`src/rtl/fifo_traffic_ctrl.sv`:
```
// Traffic generator/checker for an 8-bit single-clock FIFO: clear, counting
// burst write, idle gap, read-back compare. Option: FIFO_TRAFFIC_USEDW_CHK_EN
module fifo_traffic_ctrl #(
  parameter int DATA_W     = 8,
  parameter int USEDW_W    = 8,
  parameter int BURST_LEN  = 255,
  parameter int GAP_CYCLES = 10
) (
  input  logic              clock,
  input  logic              aclr,
  input  logic              start,
  output logic [DATA_W-1:0] fifo_data,
  output logic              fifo_wrreq,
  output logic              fifo_rdreq,
  output logic              fifo_sclr,
  input  logic [DATA_W-1:0] fifo_q,
  input  logic              fifo_empty,
  input  logic              fifo_full,
  input  logic [USEDW_W-1:0] fifo_usedw,
  output logic              busy,
  output logic              done,
  output logic              pass,
  output logic [15:0]       err_count,
  output logic [15:0]       rd_count
`ifdef FIFO_TRAFFIC_USEDW_CHK_EN
  ,
  output logic              flag_err
`endif
);

  typedef enum logic [2:0] {
    IDLE, CLEAR, WRITE, GAP, READ, FLUSH, DONE
  } state_t;

  localparam logic [15:0] BL16  = 16'(BURST_LEN);
  localparam logic [15:0] LAST  = 16'(BURST_LEN - 1);
  localparam logic [15:0] GLAST = 16'(GAP_CYCLES - 1);

  state_t            state;
  logic [15:0]       wr_idx;
  logic [15:0]       rd_iss;
  logic [15:0]       gap_cnt;
  logic [DATA_W-1:0] exp_data;
  logic              vld;
  logic              cmp_bad;
  logic [15:0]       err_nx;
  logic [15:0]       rd_nx;

  function automatic logic [15:0] sat_inc(input logic [15:0] v);
    return (v == 16'hFFFF) ? v : v + 16'd1;
  endfunction

  // Requests must react to this cycle's full/empty, so they stay combinational
  always_comb begin
    fifo_wrreq = (state == WRITE) && !fifo_full;
    fifo_rdreq = (state == READ) && !fifo_empty
               && (rd_iss < BL16);
    fifo_data  = (state == WRITE) ? wr_idx[DATA_W-1:0] : '0;
  end

  // Result of the compare for the byte read in the previous cycle
  always_comb begin
    cmp_bad = vld && (fifo_q != exp_data);
    err_nx  = cmp_bad ? sat_inc(err_count) : err_count;
    rd_nx   = vld ? rd_count + 16'd1 : rd_count;
  end

`ifdef FIFO_TRAFFIC_USEDW_CHK_EN
  logic gap_bad;
  logic done_bad;
  assign gap_bad  = (state == GAP) && (gap_cnt == 16'd1)
                  && (fifo_usedw != USEDW_W'(BURST_LEN));
  assign done_bad = (state == DONE)
                  && ((fifo_usedw != '0) || !fifo_empty);
`else
  logic unused_usedw;
  assign unused_usedw = ^fifo_usedw;
`endif

  // Run sequencer with registered status outputs
  always_ff @(posedge clock or posedge aclr) begin
    if (aclr) begin
      state     <= IDLE;
      wr_idx    <= '0;
      rd_iss    <= '0;
      gap_cnt   <= '0;
      exp_data  <= '0;
      vld       <= 1'b0;
      fifo_sclr <= 1'b0;
      busy      <= 1'b0;
      done      <= 1'b0;
      pass      <= 1'b0;
      err_count <= '0;
      rd_count  <= '0;
`ifdef FIFO_TRAFFIC_USEDW_CHK_EN
      flag_err  <= 1'b0;
`endif
    end else begin
      fifo_sclr <= 1'b0;
      done      <= 1'b0;
      unique case (state)
        IDLE: begin
          if (start) begin
            state     <= CLEAR;
            busy      <= 1'b1;
            pass      <= 1'b0;
            err_count <= '0;
            rd_count  <= '0;
            fifo_sclr <= 1'b1;
`ifdef FIFO_TRAFFIC_USEDW_CHK_EN
            flag_err  <= 1'b0;
`endif
          end
        end
        CLEAR: begin
          wr_idx   <= '0;
          rd_iss   <= '0;
          gap_cnt  <= '0;
          exp_data <= '0;
          vld      <= 1'b0;
          state    <= WRITE;
        end
        WRITE: begin
          if (fifo_wrreq) begin
            wr_idx <= wr_idx + 16'd1;
            if (wr_idx == LAST) state <= GAP;
          end
        end
        GAP: begin
          gap_cnt <= gap_cnt + 16'd1;
          if (gap_cnt == GLAST) state <= READ;
`ifdef FIFO_TRAFFIC_USEDW_CHK_EN
          if (gap_bad) begin
            err_count <= sat_inc(err_count);
            flag_err  <= 1'b1;
          end
`endif
        end
        READ: begin
          vld <= fifo_rdreq;
          if (vld) begin
            exp_data  <= exp_data + 1'b1;
            err_count <= err_nx;
            rd_count  <= rd_nx;
          end
          if (fifo_rdreq) begin
            rd_iss <= rd_iss + 16'd1;
            if (rd_iss == LAST) state <= FLUSH;
          end
        end
        FLUSH: begin
          vld       <= 1'b0;
          if (vld) exp_data <= exp_data + 1'b1;
          err_count <= err_nx;
          rd_count  <= rd_nx;
          pass      <= (err_nx == 16'd0) && (rd_nx == BL16);
          done      <= 1'b1;
          busy      <= 1'b0;
          state     <= DONE;
        end
        DONE: begin
          state <= IDLE;
`ifdef FIFO_TRAFFIC_USEDW_CHK_EN
          if (done_bad) begin
            err_count <= sat_inc(err_count);
            pass      <= 1'b0;
            flag_err  <= 1'b1;
          end
`endif
        end
        default: state <= IDLE;
      endcase
    end
  end

endmodule

```
`config.mk`:
```
export PLATFORM = sky130hd
export DESIGN_NAME = fifo_traffic_ctrl
export DESIGN_NICKNAME = d
export VERILOG_FILES = /design/src/rtl/fifo_traffic_ctrl.sv
export SDC_FILE = /design/constraint.sdc
export NUM_CORES = 1
export LEC_CHECK = 0
export BUFFER_PORTS_ARGS = -buffer_cell sky130_fd_sc_hd__clkbuf_2
export CORE_MARGIN = 3
export CORE_UTILIZATION = 45
export CTS_BUF_LIST = sky130_fd_sc_hd__clkbuf_8
export DETAILED_ROUTE_END_ITERATION = 6
export GPL_TIMING_DRIVEN = 1
export PLACE_DENSITY = 0.75
export SETUP_SLACK_MARGIN = 0.1
export SLEW_MARGIN = 40
export SYNTH_ARGS = -nofsm -noshare
export SYNTH_HDL_FRONTEND = slang
export SYNTH_SLANG_ARGS = --single-unit
```
`constraint.sdc`:
```
create_clock -name clock -period 3 [get_ports clock]
set_input_delay 0.45 -clock clock [delete_from_list [all_inputs] [get_ports clock]]
set_output_delay 0.45 -clock clock [all_outputs]
set_load 0.01 [all_outputs]
```
==> impl_results.rst, run 1 <==
.. list-table::
   :header-rows: 1

   * - Metric
     - Value
   * - Number of buffers inserted during clock tree synthesis
     - 9
   * - Unique masters post-synth
     - 59
   * - Finish-stage setup viols
     - 0
   * - Gate Count Post-Synth
     - 662
   * - Power after layout
     - 2.42 mW
   * - Register bit count reported by yosys
     - 96
   * - Final antenna diode count
     - 0
   * - Area of the mapped netlist
     - 5700 um2
   * - Nature of the critical path endpoint
     - register
   * - Sequential cell fraction of total power
     - 0.565
   * - Area of all placed cells without fillers
     - 6340 um2
   * - Sink count of the clock tree
     - 96
   * - Area of the die
     - 14,000 um2
   * - Via count of the first global-routing pass
     - 4,774
   * - Post-Route Skew
     - 0.0126 ns
   * - Antenna Nets Post-Route
     - 0
   * - Placed Instance Area
     - 6120 um2
   * - Drt first pass iters
     - 7
   * - Minimum clock period
     - 2.78 ns
   * - Data arrival time of the critical path
     - 3.08 ns
   * - Top achievable clock speed
     - 0.360 GHz
   * - Average wire per standard cell
     - 15.3 um
   * - Total Routing Usage GR
     - 0.194
   * - Sequential fraction of the synthesis area
     - 0.422
   * - Met1 track demand over resource in global routing
     - 0.248
   * - Worst slack, placed
     - 0.328 ns
   * - Power per unit of standard cell area
     - 382 nW/um2
   * - Final worst-path setup slack
     - 0.220 ns
   * - Clock transition at the registers of the reported paths
     - 0.10 ns
   * - Placed cell count
     - 866
   * - Half-perimeter wire length after placement
     - 9370 um
   * - Number of antenna violations at the first check in global routing
     - 0
   * - Die Span X
     - 119 um
   * - Avg Vias per Cell
     - 5.76
   * - Result of the run
     - completed
   * - Worst hold slack
     - 0.415 ns
   * - Final Cycle Share
     - 0.927
   * - Most frequent standard cell in the layout excluding fill and tap cells
     - dfrtp_1
   * - DRT Wirelength
     - 13,500 um
   * - Worst Setup Path Type
     - reg2reg
   * - Clock tree from TritonCTS
     - yes
   * - Proportion of total power due to net switching
     - 0.276
   * - Pin count of the biggest net entering global routing
     - 42
   * - Worst max-slew margin expressed relative to the limit
     - 0.487
   * - Clock Latency Late Sink
     - 0.40 ns
   * - Number of DRC violations after detailed routing
     - 0
   * - Count of maximum capacitance violations
     - 0
   * - Met2 demand-to-capacity share in global routing
     - 0.326
   * - Utilization after layout
     - 0.519
   * - Primary flip-flop cell chosen by synthesis mapping
     - dfrtp_1
   * - Number of port buffers
     - 58
   * - Global-route layer with the greatest usage
     - met2
   * - Starting density of the core
     - 0.466
   * - Core Area
     - 12,200 um2
   * - DIE HEIGHT
     - 119 um
   * - Ys Warns
     - 0
   * - Most used cells in the layout excluding fill and tap cells
     - 96 x dfrtp_1, 85 x nand2_1, 63 x nor2_1
   * - I/O pin cnt
     - 67
   * - Internal power consumption
     - 1.75 mW
   * - H-Tree Depth
     - 3
   * - Worst min path class
     - in2reg
   * - Fraction of layout instances using a drive strength above 1
     - 0.145
   * - Clock Root Buffer
     - clkbuf_8
   * - Unrepaired setup endpoints after global routing
     - false
   * - Vias
     - 5,093
   * - Placement row count
     - 40
   * - Post-CTS repair timing setup buffer count
     - 0
   * - Synthesized area per cell
     - 8.61 um2
   * - Area added between synthesis and finish
     - 11.3%
   * - Switching Power
     - 0.666 mW
   * - Clk network pwr share
     - 0.355
   * - Buffers from clock root to sink, at most
     - 2
   * - Non-Filler Instances
     - 884
   * - Final setup TNS
     - 0 ns
   * - Critical path startpoint category
     - register
   * - Violation count after the first detailed-route iteration
     - 445
   * - Largest fanout on the critical path
     - 9
   * - Share of synthesized flip-flops with an asynchronous set or reset
     - 1.00
   * - Total Nets Final
     - 741
   * - Count of flip-flops with a built-in enable after synthesis
     - 0
   * - Total leakage power
     - 2.87 nW
   * - Worst slew pin tran
     - 0.762 ns
   * - Max-slew violations
     - 0
   * - Number of hold violations in the final report
     - 0
   * - Remaining global-route overflow
     - 0
   * - Share of total power in combinational logic
     - 0.080
   * - Routing usage on met3
     - 0.0469
   * - First-pass GRT wire length
     - 22,800 um
   * - IR Drop Worst-Case VDD
     - 0.371 mV
   * - Post-Syn Nets
     - 692
   * - Data required, critical path
     - 3.30 ns
   * - Weighted congestion at the end of routability-driven global placement
     - 0.889
cells by family (layout without fill, tap and decap cells):
| logic type | after synthesis | count (layout) | share of synthesized area |
|---|---|---|---|
| buffers and inverters | 54 | 108 | 0.0494 |
| and+or+nand+nor | 311 | 311 | 0.276 |
| xor gates and xnor gates | 41 | 41 | 0.0630 |
| DFF | 96 | 96 | 0.422 |
| AOI/OAI and AO/OA | 137 | 137 | 0.145 |
| muxes | 14 | 14 | 0.0248 |
| adders and majority gates | 9 | 9 | 0.0198 |
routing by layer:
metal | vias up | routed length (um)
li1 | 2467 | -
met1 | 2443 | 5990
met5 | - | 0
met4 | 0 | 197
met3 | 16 | 751
met2 | 167 | 6560
critical path: stages (launching register included):
cell and delay (ns):
dfrtp_1 0.49, ha_1 0.28, nand4_1 0.11, or4_4 0.59, and3_4 0.22, a211o_1 0.30
a22oi_1 0.21, o2111ai_1 0.19, o31ai_1 0.29
cells in the mapped netlist, drive strengths merged, types with 2 or more instances:
cell type  count  area share
a211o          2      0.0031
a211oi         3      0.0040
a21o           4      0.0053
a21oi         34       0.030
a22o           8       0.012
a22oi          4      0.0053
a31oi          3      0.0033
and2           3      0.0033
and3          24       0.028
and4           6      0.0099
buf            9       0.013
clkbuf        29       0.026
dfrtp         96        0.42
ha             9       0.020
inv           16       0.011
mux2i         13       0.023
nand2         85       0.056
nand3         34       0.031
nand3b         3      0.0040
nand4         28       0.031
nor2          63       0.042
nor2b          7      0.0077
nor3          25       0.023
nor3b          6      0.0079
nor4           9      0.0099
nor4b          2      0.0031
o2111ai        2      0.0031
o21a           2      0.0026
o21ai         55       0.048
o22ai          4      0.0044
o31ai          8       0.011
or3            8      0.0088
or4            4      0.0059
xnor2          6      0.0092
xor2          35       0.054
flip-flops by register name, indices dropped and copies added, names as in the netlist:
register,count
rd_count,16
busy,1
done,1
err_count,16
exp_data,8
state,3
fifo_sclr,1
wr_idx,16
vld,1
rd_iss,16
gap_cnt,16
pass,1
worst paths after layout:
check,start,end,slack [ns],cells after the start
max reg2reg,err_count[0]$_DFFE_PP0P_,pass$_DFFE_PP0P_,0.22,8
max in group asynchronous,aclr,gap_cnt[9]$_DFFE_PP0P_,1.82,5
min in group asynchronous,aclr,rd_iss[6]$_DFFE_PP0P_,0.53,3
min,start,state[0]$_DFFE_PP0P_,0.42,3
min reg2reg,busy$_DFFE_PP0P_,busy$_DFFE_PP0P_,0.50,1
max,err_count[0]$_DFFE_PP0P_,pass$_DFFE_PP0P_,0.22,8
timing repair:
action | CTS | global route
hold buffers | 0 | 1
hold endpoints to repair | 0 | 5
resized for setup | 0 | 0
final cells by class:
type | count | area [um2]
tap | 168 | 210
multi-input combinational | 512 | 3020
clock buffer | 10 | 138
fill | 1158 | 5870
sequential | 96 | 2400
inverter | 16 | 63.8
clock inverter | 6 | 53.8
timing repair buffer | 76 | 453
power by group through the flow:
stage	clock (mW)	sequential [mW]	combinational [mW]
detailed placement	0	1.39	0.194
finish	0.858	1.37	0.195
floorplan	0	1.38	0.120
CTS	0.880	1.36	0.195
global route	0.947	1.37	0.217
global placement	0	1.39	0.183
No activity file was read; power rests on OpenSTA's default activity.
==> run 2, diff against run 1 <==
--- a/config.mk
+++ b/config.mk
@@ -11,9 +11,8 @@
 export CTS_BUF_LIST = sky130_fd_sc_hd__clkbuf_8
 export DETAILED_ROUTE_END_ITERATION = 6
 export GPL_TIMING_DRIVEN = 1
-export PLACE_DENSITY = 0.75
+export PLACE_DENSITY = 0.73
 export SETUP_SLACK_MARGIN = 0.1
-export SLEW_MARGIN = 40
 export SYNTH_ARGS = -nofsm -noshare
 export SYNTH_HDL_FRONTEND = slang
 export SYNTH_SLANG_ARGS = --single-unit
==> constraint.sdc (replaced) <==
create_clock -name clock -period 2.6 [get_ports clock]
set_input_delay 0.39 -clock clock [delete_from_list [all_inputs] [get_ports clock]]
set_output_delay 0.39 -clock clock [all_outputs]
set_load 0.01 [all_outputs]
==> impl_results.rst, run 2 (same netlist as run 1, synthesis figures left out) <==
.. list-table::
   :header-rows: 1

   * - Metric
     - Value
   * - Switching Power
     - 0.753 mW
   * - Cell chain of the critical path
     - ha_2, nand4_1, or4_4, and3_4, a211o_1, a22oi_2, o2111ai_1, o31ai_1
   * - First-pass GRT wire length
     - 23,800 um
   * - Internal power consumption
     - 2.08 mW
   * - Unrepaired setup endpoints after global routing
     - false
   * - Count of maximum capacitance violations
     - 0
   * - Half-perimeter wire length after placement
     - 10,000 um
   * - Buffers from clock root to sink, at most
     - 2
   * - Fraction of layout instances using a drive strength above 1
     - 0.177
   * - Starting density of the core
     - 0.466
   * - Number of DRC violations after detailed routing
     - 0
   * - Critical path startpoint category
     - register
   * - Worst max-slew margin expressed relative to the limit
     - 0.436
   * - Area added between synthesis and finish
     - 14.6%
   * - Number of buffers inserted for hold repair after clock tree synthesis
     - 0
   * - Largest fanout on the critical path
     - 7
   * - Power per unit of standard cell area
     - 433 nW/um2
   * - Clk network pwr share
     - 0.365
   * - Vias
     - 5,181
   * - Final Cycle Share
     - 0.925
   * - IR Drop Worst-Case VDD
     - 0.396 mV
   * - Clock tree from TritonCTS
     - yes
   * - Antenna Nets Post-Route
     - 0
   * - Slowest stage cell, crit path
     - or4_4
   * - Bufs and invs on worst path
     - 0
   * - Share of total power in combinational logic
     - 0.078
   * - Via count of the first global-routing pass
     - 4,945
   * - Final setup TNS
     - 0 ns
   * - Gate family responsible for the most delay along the worst path
     - simple AND/OR/NAND/NOR gates
   * - Placement row count
     - 40
   * - Placed Instance Area
     - 6290 um2
   * - Critical path's largest stage delay
     - 0.60 ns
   * - Number of hold violations in the final report
     - 0
   * - Remaining global-route overflow
     - 0
   * - DRT Wirelength
     - 14,100 um
   * - Result of the run
     - completed
   * - Nature of the critical path endpoint
     - register
   * - Number of buffers inserted during clock tree synthesis
     - 9
   * - Clock Root Buffer
     - clkbuf_8
   * - Avg Vias per Cell
     - 5.74
   * - Sink count of the clock tree
     - 96
   * - Sequential cell fraction of total power
     - 0.557
   * - Worst slew pin tran
     - 0.844 ns
   * - Most frequent standard cell in the layout excluding fill and tap cells
     - dfrtp_1
   * - Die Span X
     - 119 um
   * - Total Nets Final
     - 760
   * - DIE HEIGHT
     - 119 um
   * - Final antenna diode count
     - 0
   * - Number of port buffers
     - 58
   * - H-Tree Depth
     - 3
   * - Weighted congestion at the end of routability-driven global placement
     - 0.876
   * - Core Area
     - 12,200 um2
   * - Most used cells in the layout excluding fill and tap cells
     - 96 x dfrtp_1, 85 x nand2_1, 63 x nor2_1
   * - Worst min path class
     - in2async
   * - Pin count of the biggest net entering global routing
     - 42
   * - Data arrival time of the critical path
     - 2.71 ns
   * - Top achievable clock speed
     - 0.416 GHz
   * - Post-Route Skew
     - 0.0160 ns
   * - Number of antenna violations at the first check in global routing
     - 0
   * - Minimum clock period
     - 2.40 ns
   * - Max-slew violations
     - 0
   * - I/O pin cnt
     - 67
   * - Area of the die
     - 14,000 um2
   * - Total leakage power
     - 2.98 nW
   * - Worst Setup Path Type
     - reg2reg
   * - Area of all placed cells without fillers
     - 6530 um2
   * - Finish-stage setup viols
     - 0
   * - Proportion of total power due to net switching
     - 0.266
   * - Violation count after the first detailed-route iteration
     - 413
   * - Data required, critical path
     - 2.90 ns
   * - Clock transition at the registers of the reported paths
     - 0.10 ns
   * - Total Routing Usage GR
     - 0.206
   * - Clock Latency Late Sink
     - 0.39 ns
   * - Drt first pass iters
     - 5
   * - Average wire per standard cell
     - 15.7 um
## run 2: final timing paths
path	startpoint	slack [ns]	endpoint	cells after the start
worst min register to register	rd_iss[12]$_DFFE_PP0P_	0.52	rd_iss[12]$_DFFE_PP0P_	1
max in group asynchronous	aclr	1.82	rd_count[4]$_DFFE_PP0P_	3
worst max register to register	err_count[0]$_DFFE_PP0P_	0.20	pass$_DFFE_PP0P_	8
worst max-delay path	err_count[0]$_DFFE_PP0P_	0.20	pass$_DFFE_PP0P_	8
worst min-delay path	aclr	0.13	err_count[10]$_DFFE_PP0P_	2
min in group clock	start	0.38	state[0]$_DFFE_PP0P_	3
## run 2: cell type report
| type | instances | area, um2 |
|---|---|---|
| Sequential cell | 96 | 2400 |
| Clock inverter | 7 | 76.3 |
| Tap cell | 168 | 210 |
| Multi-Input combinational cell | 512 | 3050 |
| Clock buffer | 9 | 124 |
| Inverter | 16 | 63.8 |
| Timing Repair Buffer | 95 | 606 |
| Fill cell | 1134 | 5680 |
## run 2: power groups by stage
stage	registers, mW	clock network (mW)	logic (mW)
4_1_cts	1.57	1.06	0.226
5_1_grt	1.58	1.13	0.251
3_5_place_dp	1.60	0	0.224
2_1_floorplan	1.59	0	0.138
6_report	1.58	1.03	0.221
3_3_place_gp	1.60	0	0.215
## run 2: through the flow
| stage | std cells | hold slack, ns | util | total power [mW] | worst slack [ns] |
|---|---|---|---|---|---|
| 2_1_floorplan | 662 | 0.465 | - | 1.73 | 0.123 |
| 6_report | 903 | 0.134 | 0.535 | 2.83 | 0.195 |
| 5_1_grt | 903 | 0.192 | 0.535 | 2.96 | 0.112 |
| 4_1_cts | 902 | 0.153 | 0.532 | 2.86 | 0.116 |
| 3_3_place_gp | 886 | 0.483 | 0.515 | 1.81 | 0.0640 |
| 3_5_place_dp | 886 | 0.487 | 0.515 | 1.83 | 0.0523 |
## run 2: routing by layer
layer,wire (um),track usage
met5,0,0
met2,6820,0.333
met3,674,0.0459
met1,6410,0.274
met4,231,0.0673
## run 2: worst reg2reg max path, stage by stage (launching register included)
cell and delay, ns:
dfrtp_1 0.37, ha_2 0.21, nand4_1 0.10, or4_4 0.60
and3_4 0.21, a211o_1 0.30, a22oi_2 0.19, o2111ai_1 0.13
o31ai_1 0.21
## run 2: timing repair
item                       4_1_cts  5_1_grt
setup endpoints to repair        0        2
setup buffers                    0        1
gates resized for setup          0        6
